`config.mk`:
```
export PLATFORM = sky130hd
export DESIGN_NAME = display_source_arbiter_flat
export DESIGN_NICKNAME = d
export VERILOG_FILES = /design/src/rtl/display_pkg.sv /design/src/rtl/display_source_arbiter_if.sv /design/src/rtl/display_source_arbiter_bin2bcd_seq.sv /design/src/rtl/display_source_arbiter.sv /design/src/flat_wrapper.sv
export SDC_FILE = /design/constraint.sdc
export NUM_CORES = 1
export LEC_CHECK = 0
export CORE_MARGIN = 2
export CORE_UTILIZATION = 53
export DETAILED_ROUTE_END_ITERATION = 6
export GPL_TIMING_DRIVEN = 1
export HOLD_SLACK_MARGIN = 0.12
export PLACE_DENSITY_LB_ADDON = 0.3
export SLEW_MARGIN = 20
export SYNTH_ARGS = -nofsm -noshare
export SYNTH_HDL_FRONTEND = slang
export SYNTH_HIERARCHICAL = 1
export SYNTH_SLANG_ARGS = --single-unit
```
`constraint.sdc`:
```
create_clock -name clk -period 2.9 [get_ports clk]
set_input_delay 0.87 -clock clk [delete_from_list [all_inputs] [get_ports clk]]
set_output_delay 0.87 -clock clk [all_outputs]
set_load 0.01 [all_outputs]
```
`src/rtl/display_pkg.sv`:
```
// display_pkg: shared widths, FSM state type and BCD digit-adjust helper for the display source arbiter.
package display_pkg;
  localparam int DISP_DIGITS = 5;
  localparam int BIN_W = 16;
  localparam int BCD_W = 20;
  typedef enum logic [1:0] {ST_IDLE, ST_CONVERT, ST_DWELL} disp_arb_state_t;
  function automatic logic [BCD_W-1:0] bcd_adjust(input logic [BCD_W-1:0] b);
    logic [BCD_W-1:0] r;
    for (int i = 0; i < DISP_DIGITS; i++)
      r[4*i+:4] = (b[4*i+:4] >= 4'd5) ? b[4*i+:4] + 4'd3 : b[4*i+:4];
    return r;
  endfunction
endpackage

```
`src/rtl/display_source_arbiter_if.sv`:
```
// display_source_arbiter_if: requester-side handshake and display-side result bundle.
interface display_source_arbiter_if #(parameter int N_REQ = 4);
  import display_pkg::*;
  logic [N_REQ-1:0] req;
  logic [BIN_W*N_REQ-1:0] value;
  logic [N_REQ-1:0] ack;
  logic [2:0] owner;
  logic [BCD_W-1:0] bcd_out;
  logic bcd_valid;
  logic busy;
  logic [DISP_DIGITS-1:0] blank_n;
  modport master (output req, value, input ack, owner, bcd_out, bcd_valid, busy, blank_n);
  modport slave (input req, value, output ack, owner, bcd_out, bcd_valid, busy, blank_n);
endinterface

```
`src/rtl/display_source_arbiter_bin2bcd_seq.sv`:
```
// bin2bcd_seq: 16-cycle shift-add-3 converter; start loads the operand, done flags the final iteration
// with dout already holding the finished result that cycle.
module bin2bcd_seq
  import display_pkg::*;
(
  input  logic             clk,
  input  logic             rst,
  input  logic             start,
  input  logic [BIN_W-1:0] din,
  output logic             done,
  output logic [BCD_W-1:0] dout
);
  logic [BIN_W-1:0] bin_q, bin_d, bin_sh;
  logic [BCD_W-1:0] bcd_q, bcd_d, bcd_sh;
  logic [3:0] cnt_q, cnt_d;
  logic run_q, run_d;
  always_comb begin
    {bcd_sh, bin_sh} = {bcd_adjust(bcd_q), bin_q} << 1;
    done = run_q && cnt_q == 4'd15;
    dout = bcd_sh;
    bin_d = start ? din : run_q ? bin_sh : bin_q;
    bcd_d = start ? '0 : run_q ? bcd_sh : bcd_q;
    cnt_d = start ? '0 : run_q ? cnt_q + 4'd1 : cnt_q;
    run_d = start | (run_q & ~done);
  end
  always_ff @(posedge clk or posedge rst)
    if (rst) begin
      bin_q <= '0;
      bcd_q <= '0;
      cnt_q <= '0;
      run_q <= 1'b0;
    end else begin
      bin_q <= bin_d;
      bcd_q <= bcd_d;
      cnt_q <= cnt_d;
      run_q <= run_d;
    end
endmodule

```
`src/rtl/display_source_arbiter.sv`:
```
// display_source_arbiter: round-robin owner of the 5-digit display, BCD conversion and dwell hold.
// Optional leading-zero blanking via DISP_LEADING_ZERO_BLANK_EN.
module display_source_arbiter
  import display_pkg::*;
#(
  parameter int N_REQ = 4,
  parameter int DWELL_CYCLES = 50_000_000
) (
  input logic clk,
  input logic rst,
  display_source_arbiter_if.slave bus
);
  localparam int DW = (DWELL_CYCLES < 1) ? 1 : DWELL_CYCLES;
  localparam int CW = $clog2(DW + 1);
  disp_arb_state_t state_q, state_d;
  logic [2:0] rr_q, rr_d, owner_q, owner_d, pick;
  logic [N_REQ-1:0] ack_q, ack_d;
  logic [BCD_W-1:0] bcd_q, bcd_d, conv_out;
  logic valid_q, valid_d, busy_q, busy_d, hit, grant, load, conv_done;
  logic [CW-1:0] dwell_q, dwell_d;
  bin2bcd_seq u_conv (
    .clk(clk), .rst(rst), .start(grant),
    .din(bus.value[BIN_W*int'(pick)+:BIN_W]),
    .done(conv_done), .dout(conv_out)
  );
  // first requester at or after rr_q, wrapping
  always_comb begin
    hit = 1'b0;
    pick = '0;
    for (int k = 0; k < N_REQ; k++)
      if (!hit && bus.req[(int'(rr_q) + k) % N_REQ]) begin
        hit = 1'b1;
        pick = 3'((int'(rr_q) + k) % N_REQ);
      end
  end
  always_comb begin
    grant = state_q == ST_IDLE && hit;
    load = state_q == ST_CONVERT && conv_done;
    state_d = state_q;
    unique case (state_q)
      ST_IDLE:    state_d = grant ? ST_CONVERT : ST_IDLE;
      ST_CONVERT: state_d = load ? ST_DWELL : ST_CONVERT;
      ST_DWELL:   state_d = dwell_q == CW'(1) ? ST_IDLE : ST_DWELL;
      default:    state_d = ST_IDLE;
    endcase
    ack_d = grant ? {{(N_REQ-1){1'b0}}, 1'b1} << pick : '0;
    owner_d = grant ? pick : owner_q;
    rr_d = grant ? 3'((int'(pick) + 1) % N_REQ) : rr_q;
    bcd_d = load ? conv_out : bcd_q;
    valid_d = load | valid_q;
    dwell_d = load ? CW'(DW) : state_q == ST_DWELL ? dwell_q - CW'(1) : dwell_q;
    busy_d = state_d != ST_IDLE;
  end
  always_ff @(posedge clk or posedge rst)
    if (rst) begin
      state_q <= ST_IDLE;
      rr_q <= '0;
      owner_q <= '0;
      ack_q <= '0;
      bcd_q <= '0;
      valid_q <= 1'b0;
      busy_q <= 1'b0;
      dwell_q <= '0;
    end else begin
      state_q <= state_d;
      rr_q <= rr_d;
      owner_q <= owner_d;
      ack_q <= ack_d;
      bcd_q <= bcd_d;
      valid_q <= valid_d;
      busy_q <= busy_d;
      dwell_q <= dwell_d;
    end
  assign bus.ack = ack_q;
  assign bus.owner = owner_q;
  assign bus.bcd_out = bcd_q;
  assign bus.bcd_valid = valid_q;
  assign bus.busy = busy_q;
`ifdef DISP_LEADING_ZERO_BLANK_EN
  logic [DISP_DIGITS-1:0] blank_q, blank_d, lit;
  // a digit is lit when it or any more significant digit is nonzero; units always lit
  always_comb begin
    lit = '0;
    for (int i = 0; i < DISP_DIGITS; i++)
      for (int j = i; j < DISP_DIGITS; j++)
        lit[i] = lit[i] | (|conv_out[4*j+:4]);
    lit[0] = 1'b1;
    blank_d = load ? lit : blank_q;
  end
  always_ff @(posedge clk or posedge rst)
    if (rst) blank_q <= '1;
    else blank_q <= blank_d;
  assign bus.blank_n = blank_q;
`else
  assign bus.blank_n = '1;
`endif
endmodule

```
`src/flat_wrapper.sv`:
```
// flat-port wrapper written by rule: the top's interface ports become plain ports
module display_source_arbiter_flat import display_pkg::*;
#(
  parameter int N_REQ = 4,
  parameter int DWELL_CYCLES = 50_000_000
)
  (clk, rst, bus_req, bus_value, bus_ack, bus_owner, bus_bcd_out, bus_bcd_valid, bus_busy, bus_blank_n);
  display_source_arbiter_if #(.N_REQ(N_REQ)) bus_i ();
  input logic clk;
  input logic rst;
  input wire logic [$bits(bus_i.req)-1:0] bus_req;
  input wire logic [$bits(bus_i.value)-1:0] bus_value;
  output wire logic [$bits(bus_i.ack)-1:0] bus_ack;
  output wire logic [$bits(bus_i.owner)-1:0] bus_owner;
  output wire logic [$bits(bus_i.bcd_out)-1:0] bus_bcd_out;
  output wire logic [$bits(bus_i.bcd_valid)-1:0] bus_bcd_valid;
  output wire logic [$bits(bus_i.busy)-1:0] bus_busy;
  output wire logic [$bits(bus_i.blank_n)-1:0] bus_blank_n;
  assign bus_i.req = bus_req;
  assign bus_i.value = bus_value;
  assign bus_ack = bus_i.ack;
  assign bus_owner = bus_i.owner;
  assign bus_bcd_out = bus_i.bcd_out;
  assign bus_bcd_valid = bus_i.bcd_valid;
  assign bus_busy = bus_i.busy;
  assign bus_blank_n = bus_i.blank_n;
  display_source_arbiter #(.N_REQ(N_REQ), .DWELL_CYCLES(DWELL_CYCLES)) u_core (.clk(clk), .rst(rst), .bus(bus_i));
endmodule
```
==> flow_summary.rst <==
.. list-table::
   :header-rows: 1

   * - Metric
     - Value
   * - Outcome
     - finished clean
   * - H-tree depth reported by CTS
     - 3
   * - Cells after synthesis
     - 615
   * - Vias per std cell
     - 5.59
   * - Number of search-and-repair iterations in the first detailed-routing pass
     - 4
   * - Logic pwr share
     - 50.3%
   * - GR Overflow Total
     - 0
   * - Most used flip-flop cell after synthesis
     - dfrtp_1
   * - Share of flip-flops with an asynchronous set or reset
     - 100%
   * - DR vias
     - 4673
   * - Placed instance area
     - 6820 um^2
   * - Largest cells by area after synthesis
     - dfrtp_1, mux2i_1, nand2_1, ha_1, o21ai_0
   * - Starting density of the core
     - 54.8%
   * - Net switching power
     - 0.00283 W
   * - Worst Max-Slew Pin Slew
     - 756 ps
   * - Overall routing resource usage
     - 23.4%
   * - Drt wl/cell
     - 15.0 um
   * - Met3 routing resource usage after global routing
     - 4.24%
   * - Largest net degree at the start of global routing
     - 55
   * - Area fraction of the dominant cell type after synthesis
     - 43.6%
   * - Clock transition at path regs
     - 100 ps
   * - CTS Root Cell
     - clkbuf_8
   * - Synthesized-area fraction occupied by adder cells
     - 3.74%
   * - Met2 track demand over resource
     - 39.1%
   * - Crit path max fanout
     - 7
   * - Chip height
     - 108 um
   * - Remaining max-slew budget at the tightest pin
     - 49.6%
   * - Count of flip-flops with a built-in enable after synthesis
     - 0
   * - Count of pins over their slew limit
     - 0
   * - Mean Syn Cell Area
     - 9.24 um^2
   * - Int Pwr
     - 0.00411 W
   * - Post-Synth Simple-Gate Area
     - 18.8%
   * - Layout cells sized above 1
     - 6.57%
   * - Number of hold violations in the final report
     - 0
   * - Clock Skews
     - 11.5 ps
   * - Number of maximum-capacitance constraint violations
     - 0
   * - Peak ir drop on the vdd network
     - 472 uV
   * - Net Sw Frac
     - 40.8%
   * - Shortest clock period the worst path allows after layout
     - 2650 ps
   * - Number of buffers inserted by hold repair at cts
     - 0
   * - Final instance area
     - 7030 um^2
   * - Routability-driven placement congestion ratio
     - 0.800
   * - Layer with the highest usage
     - met2
   * - Share of the yosys chip area belonging to registers
     - 43.6%
   * - Antenna viol nets, final
     - 0
   * - 1st-iter DRT viols
     - 283
   * - Share of synthesized area spent on multiplexers
     - 13.5%
   * - Final period utilization
     - 91.4%
   * - Residual DRC count
     - 0
   * - Clock network latency to the later pin of the worst-skew pair
     - 360 ps
   * - Area of the mapped netlist
     - 5680 um^2
   * - Post-synthesis sequential element count
     - 99
   * - Number of global-route vias before repair
     - 4672
   * - Sum Neg Setup Slack
     - 0 ps
   * - Leak pwr
     - 3.22 nW
   * - Complex-gate fraction of the synthesized area
     - 11.8%
   * - Buffer count from post-CTS setup fixing
     - 0
   * - Maximum buffer depth of the clock tree
     - 2
   * - Number of filler cells placed in the layout
     - 824
   * - First-pass GRT wire length
     - 21.7 mm
   * - WP data required
     - 3140 ps
   * - Port Buf Inserts
     - 97
   * - Post-layout net count
     - 782
   * - Unrepaired setup endpoints after global routing
     - no
   * - Area of the die
     - 11600 um^2
   * - Yosys synthesis warning count
     - 6
   * - Highest clock frequency the design can meet
     - 0.377 GHz
   * - Layout overhead on the synthesized area
     - 23.7%
   * - Pwr/cell area
     - 987 nW/um^2
   * - Number of top-level pins
     - 104
   * - Kind of start point of the critical path
     - flop
   * - Total CTS buffers
     - 9
   * - Number of antenna violations at the first check in global routing
     - 0
   * - Antenna Cells
     - 0
   * - Combinational family with the most area after synthesis
     - simple AND/OR/NAND/NOR gates
   * - Met1 capacity usage during global routing
     - 29.8%
   * - Total wirelength of the detailed-routed design
     - 12.6 mm
   * - Clock tree from TritonCTS
     - yes
   * - Critical path class
     - flop to flop
   * - FP Rows
     - 37
   * - Synthesized-area fraction occupied by xor and xnor cells
     - 2.62%
   * - Chip width
     - 108 um
   * - Min-delay worst type
     - flop to flop
   * - Detailed-placement wirelength estimate
     - 9.16 mm
   * - Clock network fraction of total power
     - 13.3%
   * - Count of cells resized by post-cts repair
     - 0
   * - Final setup vio count
     - 0
   * - Library cells used by synthesis
     - 56
   * - Floorplan core area
     - 10400 um^2
   * - Type of element capturing the critical path
     - flop
   * - Part of the power in registers
     - 36.3%
   * - Clk sinks
     - 99
   * - Post-synthesis cell type with the largest combined area
     - dfrtp_1
   * - Arrival time at the worst endpoint
     - 2890 ps
[logic make-up (layout without fill, tap and decap cells)]
family                   after synthesis  after routing
multiplexers                          76             76
buffers and inverters                 74            155
adder cells (fa/ha/maj)               17             17
XOR/XNOR                              17             17
flip-flops                            99             99
AND/OR/NAND/NOR                      227            227
AO/OA/AOI/OAI                        103            103
other                                  2              6
[synthesized netlist by cell type (4+ instances only)]
master,count
o21ai_0,35
nor2b_1,9
dfrtp_1,99
nand2b_1,9
clkbuf_1,24
and2_1,4
xnor2_1,15
nand3b_1,4
inv_1,26
a211oi_1,15
buf_2,6
mux2i_1,73
nand4_1,6
a31oi_1,6
nor4_1,7
nand2_1,111
ha_1,17
or3_1,5
clkbuf_2,4
nand3_1,8
nor2_1,37
buf_4,9
o41ai_1,4
or4_1,4
a311oi_1,4
a21oi_1,16
nor3_1,13
[flip-flops by register name (all words and copies together) (netlist names)]
signal / flops
u_core/dwell_q: 26
u_core/bus.bcd_out: 20
u_core/u_conv/bcd_q: 20
u_core/u_conv/bin_q: 16
u_core/bus.ack: 4
u_core/u_conv/cnt_q: 4
u_core/bus.owner: 2
u_core/rr_q: 2
u_core/state_q: 2
u_core/bus.bcd_valid: 1
u_core/bus.busy: 1
u_core/u_conv/run_q: 1
[critical path: stages (launching register included)]
cell and delay (ps):
dfrtp_1 430, inv_1 80, ha_1 140, or4bb_1 520
or4_1 580, or3_1 390, o311ai_1 290, o41ai_1 110
[per-layer routing]
layer | part of all wire, % | wire [um] | up-vias
met5 | 0 | 0 | -
met3 | 4.0 | 504 | 26
li1 | - | - | 2294
met2 | 52 | 6490 | 111
met1 | 42 | 5280 | 2242
met4 | 2.4 | 299 | 0
[per-stage QoR]
stage	cells	worst slack, ps	hold slack (ps)	power, W	utilization [%]
finish	836	250	476	0.00694	67.8
global route	836	89.0	504	0.00752	67.8
global placement	820	156	450	0.00583	65.7
detailed placement	820	35.9	458	0.00602	65.7
floorplan	619	94.9	447	0.00494	-
CTS	836	254	479	0.00696	67.8
[cell usage in the layout (no fill, tap or decap), drive strengths merged, types with 17 or more instances in the layout]
cell type | netlist | layout
o21ai | 36 | 36
inv | 28 | 30
a21oi | 17 | 17
mux2i | 73 | 73
clkdlybuf4s50 | 0 | 97
nand2 | 111 | 111
ha | 17 | 17
nor2 | 37 | 37
dfrtp | 99 | 99
[worst paths after layout]
path                       cells after the start                                  end  slack [ps]                            from
hold / removal                                 1       u_core/bus.bcd_valid$_DFF_PP0_         480  u_core/bus.bcd_valid$_DFF_PP0_
hold reg to reg                                1       u_core/bus.bcd_valid$_DFF_PP0_         480  u_core/bus.bcd_valid$_DFF_PP0_
setup reg to reg                               7       u_core/dwell_q[16]$_DFFE_PP0P_         250   u_core/dwell_q[0]$_DFFE_PP0P_
setup / recovery                               7       u_core/dwell_q[16]$_DFFE_PP0P_         250   u_core/dwell_q[0]$_DFFE_PP0P_
min in group asynchronous                      3  u_core/u_conv/bin_q[13]$_DFFE_PP0P_         890                             rst
max in group asynchronous                      3    u_core/bus.bcd_out[6]$_DFFE_PP0P_        1410                             rst
[power by group through the flow]
stage / clock (W) / combinational [W] / sequential (W)
floorplan: 0 / 0.00256 / 0.00238
global placement: 0 / 0.00333 / 0.00249
detailed placement: 0 / 0.00348 / 0.00254
CTS: 0.000950 / 0.00350 / 0.00251
global route: 0.00101 / 0.00391 / 0.00261
finish: 0.000925 / 0.00349 / 0.00252
[layout make-up]
cell class                      count  area, um^2  area share [%]
Multi-Input combinational cell    446        2900            41.3
Sequential cell                    99        2480            35.3
Timing Repair Buffer              111        1160            16.6
Tap cell                          136         170            2.42
Clock buffer                       12         155            2.21
Inverter                           28         105            1.50
Clock inverter                      4        55.1           0.783
(Power assumes the default switching activity.)
